**src/rtl/arb_pkg.sv**
```systemverilog
// Shared arbitration types and helpers used by the arbiter and its requester-side mux.
package arb_pkg;

  localparam int N_DEF  = 8;
  localparam int DW_DEF = 32;
  // Widest request vector the helpers below can handle.
  localparam int MAX_N  = 64;

  typedef enum logic [0:0] {
    IDLE = 1'b0,
    LOCK = 1'b1
  } state_t;

  function automatic logic [MAX_N-1:0] onehot(input int unsigned idx);
    return MAX_N'(1) << idx;
  endfunction

  function automatic int unsigned popcount(input logic [MAX_N-1:0] v);
    int unsigned cnt;
    cnt = 0;
    for (int i = 0; i < MAX_N; i++) cnt += 32'(v[i]);
    return cnt;
  endfunction

endpackage

```
**src/rtl/arb_grant_mux_if.sv**
```systemverilog
// Client, arbiter and downstream signals of arb_grant_mux.
// The slave modport is the mux itself; master is the surrounding environment.
interface arb_grant_mux_if #(
  parameter int N  = 8,
  parameter int DW = 32
);
  localparam int CW = $clog2(N);

  logic [N-1:0]    in_valid;
  logic [N*DW-1:0] in_data;
  logic [N-1:0]    in_last;
  logic [N-1:0]    in_ready;
  logic [N-1:0]    req;
  logic [N-1:0]    grant;
  logic            out_valid;
  logic [DW-1:0]   out_data;
  logic [CW-1:0]   out_ch;
  logic            out_last;
  logic            out_ready;
  logic            err_grant;
  logic            err_timeout;

  modport master (
    output in_valid, in_data, in_last, grant, out_ready,
    input  in_ready, req, out_valid, out_data, out_ch, out_last, err_grant, err_timeout
  );

  modport slave (
    input  in_valid, in_data, in_last, grant, out_ready,
    output in_ready, req, out_valid, out_data, out_ch, out_last, err_grant, err_timeout
  );

endinterface

```
**src/rtl/arb_onehot2bin.sv**
```systemverilog
// One-hot to binary encoder; gok flags a vector with exactly one bit set.
module arb_onehot2bin
  import arb_pkg::*;
#(
  parameter int N = N_DEF,
  localparam int CW = $clog2(N)
) (
  input  logic [N-1:0]  onehot_in,
  output logic [CW-1:0] bin,
  output logic          gok
);

  // OR of indices is only meaningful when gok is set; callers ignore bin otherwise.
  always_comb begin
    bin = '0;
    for (int i = 0; i < N; i++) begin
      if (onehot_in[i]) bin = bin | CW'(i);
    end
  end

  assign gok = (popcount(MAX_N'(onehot_in)) == 1);

endmodule

```
**src/rtl/arb_grant_mux.sv**
```systemverilog
// Requester side of the round-robin arbiter: drives req, follows grant, locks to a
// channel for a whole packet and muxes its beats into one registered output stream.
module arb_grant_mux
  import arb_pkg::*;
#(
  parameter int N       = N_DEF,
  parameter int DW      = DW_DEF,
  parameter int TIMEOUT = 64
) (
  input  logic           clk,
  input  logic           rst_n,
  arb_grant_mux_if.slave bus
);

  localparam int CW = $clog2(N);
  localparam int TW = $clog2(TIMEOUT);
  localparam logic [TW-1:0] T_LAST  = TW'(TIMEOUT - 1);
  localparam logic [0:0]    ST_IDLE = IDLE;
  localparam logic [0:0]    ST_LOCK = LOCK;

  logic [0:0]    state;
  logic [CW-1:0] lock_ch;
  logic [TW-1:0] timer;
  logic [CW-1:0] gidx;
  logic          gok;
  logic [N-1:0]  lock_oh;
  logic          free;
  logic          acc;
  logic [CW-1:0] acc_ch;
  logic [DW-1:0] acc_data;
  logic          acc_last;
  logic          multi_grant;

  logic          out_valid_q;
  logic [DW-1:0] out_data_q;
  logic [CW-1:0] out_ch_q;
  logic          out_last_q;
  logic          err_grant_q;
  logic          err_timeout_q;

  arb_onehot2bin #(.N(N)) u_grant_enc (
    .onehot_in (bus.grant),
    .bin       (gidx),
    .gok       (gok)
  );

  assign lock_oh     = N'(onehot(32'(lock_ch)));
  assign free        = !out_valid_q || bus.out_ready;
  assign multi_grant = (popcount(MAX_N'(bus.grant)) >= 2);

  always_comb begin
    // NOTE: every output of this block gets a default first, so no path can infer a latch.
    bus.req = '0;
    acc     = 1'b0;
    acc_ch  = gidx;
    if (state == ST_IDLE) begin
      bus.req = bus.in_valid;
      acc     = gok && bus.in_valid[gidx] && free;
    end else begin
      // The lock holds even while the owner has nothing to send.
      acc_ch  = lock_ch;
      bus.req = lock_oh & {N{bus.in_valid[lock_ch]}};
      acc     = (bus.grant == lock_oh) && bus.in_valid[lock_ch] && free;
    end
  end

  assign bus.in_ready = acc ? N'(onehot(32'(acc_ch))) : '0;
  assign acc_data     = bus.in_data[int'(acc_ch)*DW +: DW];
  assign acc_last     = bus.in_last[acc_ch];

  // NOTE: all state below uses non-blocking assignments so every register samples pre-edge values.
  always_ff @(posedge clk or negedge rst_n) begin
    if (!rst_n) begin
      state         <= ST_IDLE;
      lock_ch       <= '0;
      timer         <= '0;
      out_valid_q   <= 1'b0;
      out_data_q    <= '0;
      out_ch_q      <= '0;
      out_last_q    <= 1'b0;
      err_grant_q   <= 1'b0;
      err_timeout_q <= 1'b0;
    end else begin
      err_grant_q   <= multi_grant;
      err_timeout_q <= 1'b0;

      if (acc) begin
        out_valid_q <= 1'b1;
        out_data_q  <= acc_data;
        out_ch_q    <= acc_ch;
        out_last_q  <= acc_last;
      end else if (bus.out_ready) begin
        out_valid_q <= 1'b0;
      end

      unique case (state)
        ST_IDLE: begin
          if (acc && !acc_last) begin
            state   <= ST_LOCK;
            lock_ch <= acc_ch;
            timer   <= '0;
          end
        end
        ST_LOCK: begin
          if (acc) begin
            timer <= '0;
            if (acc_last) state <= ST_IDLE;
          end else if (timer == T_LAST) begin
            // Stalled owner: drop the lock; the partial packet is left unterminated.
            err_timeout_q <= 1'b1;
            state         <= ST_IDLE;
          end else begin
            timer <= timer + TW'(1);
          end
        end
      endcase
    end
  end

  assign bus.out_valid   = out_valid_q;
  assign bus.out_data    = out_data_q;
  assign bus.out_ch      = out_ch_q;
  assign bus.out_last    = out_last_q;
  assign bus.err_grant   = err_grant_q;
  assign bus.err_timeout = err_timeout_q;

endmodule

```
**src/flat_wrapper.sv**
```systemverilog
// flat-port wrapper written by rule: the top's interface ports become plain ports
module arb_grant_mux_flat import arb_pkg::*;
#(
  parameter int N       = N_DEF,
  parameter int DW      = DW_DEF,
  parameter int TIMEOUT = 64
)
  (clk, rst_n, bus_in_valid, bus_in_data, bus_in_last, bus_grant, bus_out_ready, bus_in_ready, bus_req, bus_out_valid, bus_out_data, bus_out_ch, bus_out_last, bus_err_grant, bus_err_timeout);
  arb_grant_mux_if #(.N(N), .DW(DW)) bus_i ();
  input  logic clk;
  input  logic rst_n;
  input wire logic [$bits(bus_i.in_valid)-1:0] bus_in_valid;
  input wire logic [$bits(bus_i.in_data)-1:0] bus_in_data;
  input wire logic [$bits(bus_i.in_last)-1:0] bus_in_last;
  input wire logic [$bits(bus_i.grant)-1:0] bus_grant;
  input wire logic [$bits(bus_i.out_ready)-1:0] bus_out_ready;
  output wire logic [$bits(bus_i.in_ready)-1:0] bus_in_ready;
  output wire logic [$bits(bus_i.req)-1:0] bus_req;
  output wire logic [$bits(bus_i.out_valid)-1:0] bus_out_valid;
  output wire logic [$bits(bus_i.out_data)-1:0] bus_out_data;
  output wire logic [$bits(bus_i.out_ch)-1:0] bus_out_ch;
  output wire logic [$bits(bus_i.out_last)-1:0] bus_out_last;
  output wire logic [$bits(bus_i.err_grant)-1:0] bus_err_grant;
  output wire logic [$bits(bus_i.err_timeout)-1:0] bus_err_timeout;
  assign bus_i.in_valid = bus_in_valid;
  assign bus_i.in_data = bus_in_data;
  assign bus_i.in_last = bus_in_last;
  assign bus_i.grant = bus_grant;
  assign bus_i.out_ready = bus_out_ready;
  assign bus_in_ready = bus_i.in_ready;
  assign bus_req = bus_i.req;
  assign bus_out_valid = bus_i.out_valid;
  assign bus_out_data = bus_i.out_data;
  assign bus_out_ch = bus_i.out_ch;
  assign bus_out_last = bus_i.out_last;
  assign bus_err_grant = bus_i.err_grant;
  assign bus_err_timeout = bus_i.err_timeout;
  arb_grant_mux #(.N(N), .DW(DW), .TIMEOUT(TIMEOUT)) u_core (.clk(clk), .rst_n(rst_n), .bus(bus_i));
endmodule
```
**config.mk**
```make
export PLATFORM = sky130hd
export DESIGN_NAME = arb_grant_mux_flat
export DESIGN_NICKNAME = d
export VERILOG_FILES = /design/src/rtl/arb_pkg.sv /design/src/rtl/arb_grant_mux_if.sv /design/src/rtl/arb_onehot2bin.sv /design/src/rtl/arb_grant_mux.sv /design/src/flat_wrapper.sv
export SDC_FILE = /design/constraint.sdc
export NUM_CORES = 1
export LEC_CHECK = 0
export ABC_AREA = 1
export CORE_AREA = 2 2 132 134
export CTS_CLUSTER_SIZE = 12
export DETAILED_ROUTE_END_ITERATION = 7
export DIE_AREA = 0 0 134 136
export PLACE_DENSITY = 0.67
export REMOVE_ABC_BUFFERS = 1
export SYNTH_ARGS = -nofsm -noshare
export SYNTH_HDL_FRONTEND = slang
export SYNTH_SLANG_ARGS = --single-unit
```
**constraint.sdc**
```tcl
create_clock -name clk -period 11.19 [get_ports clk]
set_input_delay 2.238 -clock clk [delete_from_list [all_inputs] [get_ports clk]]
set_output_delay 2.238 -clock clk [all_outputs]
set_load 0.05 [all_outputs]
```
==> results.cfg <==
[status]
status = finished, final reports clean

[worst_setup_path]
timing.critical_path.buf_inv = 5
cp_data_arrival_time_ps = 7520
r2r_slack_ps = 8120
cp-start-kind = primary input
slowest_delay_ps = 810
reg2regPathDepth = 9
crit_required_ps = 8950
endpoint_kind = output pin
crit_fanout = 46
cp.depth = 18
critical-path-top-delay-family = adder cells
r2r-end = u_core.bus.out_data[5]
critPathMostFrequentCell = fa_1
r2r-start = u_core.state
crit_slowest_cell = clkdlybuf4s50_1
critPathKind = in -> out
crit_chain = clkdlybuf4s50_1 > ha_1 > inv_1 > fa_1 > fa_1 > inv_1 > fa_1 > fa_1 > a21oi_1 > nand2_1 > nor2_1 > nand3_1 > nand2_4 > nand2_8 > nor2_8 > inv_1 > nor2_1 > clkdlybuf4s50_1

[min_path]
min_from = u_core.bus.out_ch[1]
worstHoldEndpoint = u_core.bus.out_ch[1]
hold_path_class = reg -> reg
hold_depth = 2

[sta]
worst_pin_slew_ps = 762.4
fin_worst_skew_ps = 7.694
fmax_mhz = 102.5
slew_headroom_pct = 49.17
slew_violations = 0
final.period_utilization_pct = 87.21
hold_viol_final = 0
fin_setup_tns_ps = 0
rsz0062_at_grt = no
period_needed_ps = 9759
setup_violations = 0

[global_routing]
grt_pass1_wl_mm = 31.69
grt_pass1_vias = 5971
grt_overflow = 0
grt_max_degree = 65
antenna_found_initial = 0
grtUsageTotal_pct = 22.01

[floorplan]
rows = 48
ioPinCount = 338
die_height_um = 136
die_w_um = 134
start_util_pct = 27.56
die_area_sq_um = 18220
core_area_sq_um = 16880

[synthesis]
syn_area_per_cell_sq_um = 6.160
yosysWarnings = 0
synth_cells = 755
synth-seq-area-share_pct = 26.37
synth_area_sq_um = 4651
ys_seq_elements = 49
synth_cell_type_count = 30

[drt]
drt-total-wl_mm = 20.66
post_drt_wl_per_cell_um = 16.10
drtAntennaViolNets = 0
first_pass_iters = 5
vias = 6226
drcViolationCount = 0
via_per_inst = 4.853
drtIter0Drc = 355

[clock_network]
cts.htree.levels = 2
cts.sinks = 49
cts_tree = yes
ctsLongestPathBuffers = 2
cts_root_buf = clkbuf_16
post_cts.repair.setup_buffers = 0
cts.clk_slew.worst_paths_ps = 70
cts_hold_buf = 0
cts_buffers = 5
clkLatencyLatePin_ps = 290
post_cts_resized = 0

[cells_and_area]
syn2layout_area_growth_pct = 77.16
antennaDiodeCount = 0
fill_cells = 1716
drive_gt1_share_pct = 4.442
nets = 1348
final_util_pct = 48.82

[power_and_ir_drop]
p_per_area_nw_per_um2 = 196.0
peakVddDrop_uv = 145.1
leakage_nw = 3.544

[place]
port_buffers = 337
hpwlAfterDp_mm = 15.84
gp_congestion = 0.9249

[flow_run]
cap_violations = 0
metrics by stage:
step                hold WS (ps)  setup WS [ps]  cells  power [mW]  area, sq um
floorplan                  504.2           2802    708       1.023         4372
global placement           468.2           1534   1275       1.467         8089
detailed placement         467.5           1392   1275       1.470         8089
CTS                        488.3           1388   1283       1.637         8239
global route               517.6           1027   1283       1.735         8239
finish                     487.3           1431   1283       1.615         8239
per-layer routing:
layer	up-vias	share of wire (%)	track usage (%)
li1	3091	-	-
met1	2847	39	26.97
met2	263	52	39.91
met3	25	7.1	3.803
met4	0	1.9	5.556
met5	-	0	0
state kept, by name, indices dropped and copies added (netlist names):
register,flops
u_core.bus.err_grant,1
u_core.bus.err_timeout,1
u_core.bus.out_ch,3
u_core.bus.out_data,32
u_core.bus.out_last,1
u_core.bus.out_valid,1
u_core.lock_ch,3
u_core.state,1
u_core.timer,6
cell usage in the layout, fill, tap and decap left out:
cell	Yosys	layout
clkbuf_16	0	5
inv_2	5	5
o21ai_0	13	13
nand4_1	45	45
o21ai_2	2	2
xor2_1	4	4
clkdlybuf4s50_1	0	336
nand2_1	365	365
a22oi_1	40	40
a22o_1	1	1
nor2_1	25	21
buf_4	10	5
fa_1	4	4
nor2_8	2	2
nor2_2	2	2
nand3_1	90	90
a21oi_1	1	1
nand2_4	2	2
inv_1	29	29
dfrtp_1	49	49
o21ai_1	5	5
clkinvlp_4	0	1
inv_6	0	2
ha_1	4	4
nand2_2	11	11
nand2_8	1	1
nand3_2	2	2
buf_2	28	1
nand3b_1	3	3
or2_0	1	1
nor2_4	2	6
cell families after synthesis:
family / Yosys count / share of synthesized area [%]
flops: 49 / 26.37
xor+xnor: 4 / 0.7532
compound gates: 62 / 9.066
simple gates: 551 / 52.27
buf+inv: 81 / 8.743
fa+ha+maj: 8 / 2.798
worst max-delay path by stage:
| stage | start | end | slack, ps |
|---|---|---|---|
| 4_1_cts | bus_grant[1] | bus_in_ready[6] | 1390 |
| 6_report | bus_grant[1] | bus_in_ready[7] | 1430 |
| 3_3_place_gp | bus_grant[1] | bus_in_ready[4] | 1530 |
| 5_1_grt | bus_grant[1] | bus_in_ready[6] | 1030 |
| 3_5_place_dp | bus_grant[1] | bus_in_ready[6] | 1390 |
| 2_1_floorplan | bus_grant[0] | bus_in_ready[4] | 2800 |
tightest hold or removal path: cells and delay by family, from the launching register on:
family          cells  cell delay [ps]
compound gates      1               60
flops               1              340
simple gates        1               50
cell type report:
class / instances / area [sq um] / area share (%)
Timing Repair Buffer: 342 / 3406 / 41.34
Sequential cell: 49 / 1226 / 14.88
Multi-Input combinational cell: 625 / 3048 / 36.99
Inverter: 34 / 127.6 / 1.549
Clock buffer: 5 / 125.1 / 1.519
Clock inverter: 3 / 25.02 / 0.3037
Tap cell: 225 / 281.5 / 3.417
cells in the mapped netlist:
cell / n / area, sq um
a21oi_1: 1 / 5.000
a22o_1: 1 / 8.760
a22oi_1: 40 / 300.3
buf_1: 1 / 3.750
buf_2: 28 / 140.1
buf_4: 10 / 75.07
buf_6: 4 / 45.04
clkbuf_1: 4 / 15.01
dfrtp_1: 49 / 1226
fa_1: 4 / 80.08
ha_1: 4 / 50.05
inv_1: 29 / 108.9
inv_2: 5 / 18.77
nand2_1: 365 / 1370
nand2_2: 11 / 68.82
nand2_4: 2 / 22.52
nand2_8: 1 / 20.02
nand3_1: 90 / 450.4
nand3_2: 2 / 20.02
nand3b_1: 3 / 22.52
nand4_1: 45 / 281.5
nor2_1: 25 / 93.84
nor2_2: 2 / 12.51
nor2_4: 2 / 22.52
nor2_8: 2 / 40.04
o21ai_0: 13 / 65.06
o21ai_1: 5 / 25.02
o21ai_2: 2 / 17.52
or2_0: 1 / 6.260
xor2_1: 4 / 35.03
report_power, final:
part / switching, mW / internal [mW] / total, mW / leakage (nW)
combinational: 0.744 / 0.398 / 1.14 / 2.85
sequential: 0.0688 / 0.245 / 0.314 / 0.628
clock: 0.0741 / 0.0847 / 0.159 / 0.0708
total: 0.887 / 0.728 / 1.62 / 3.54
(Power assumes the default switching activity.)
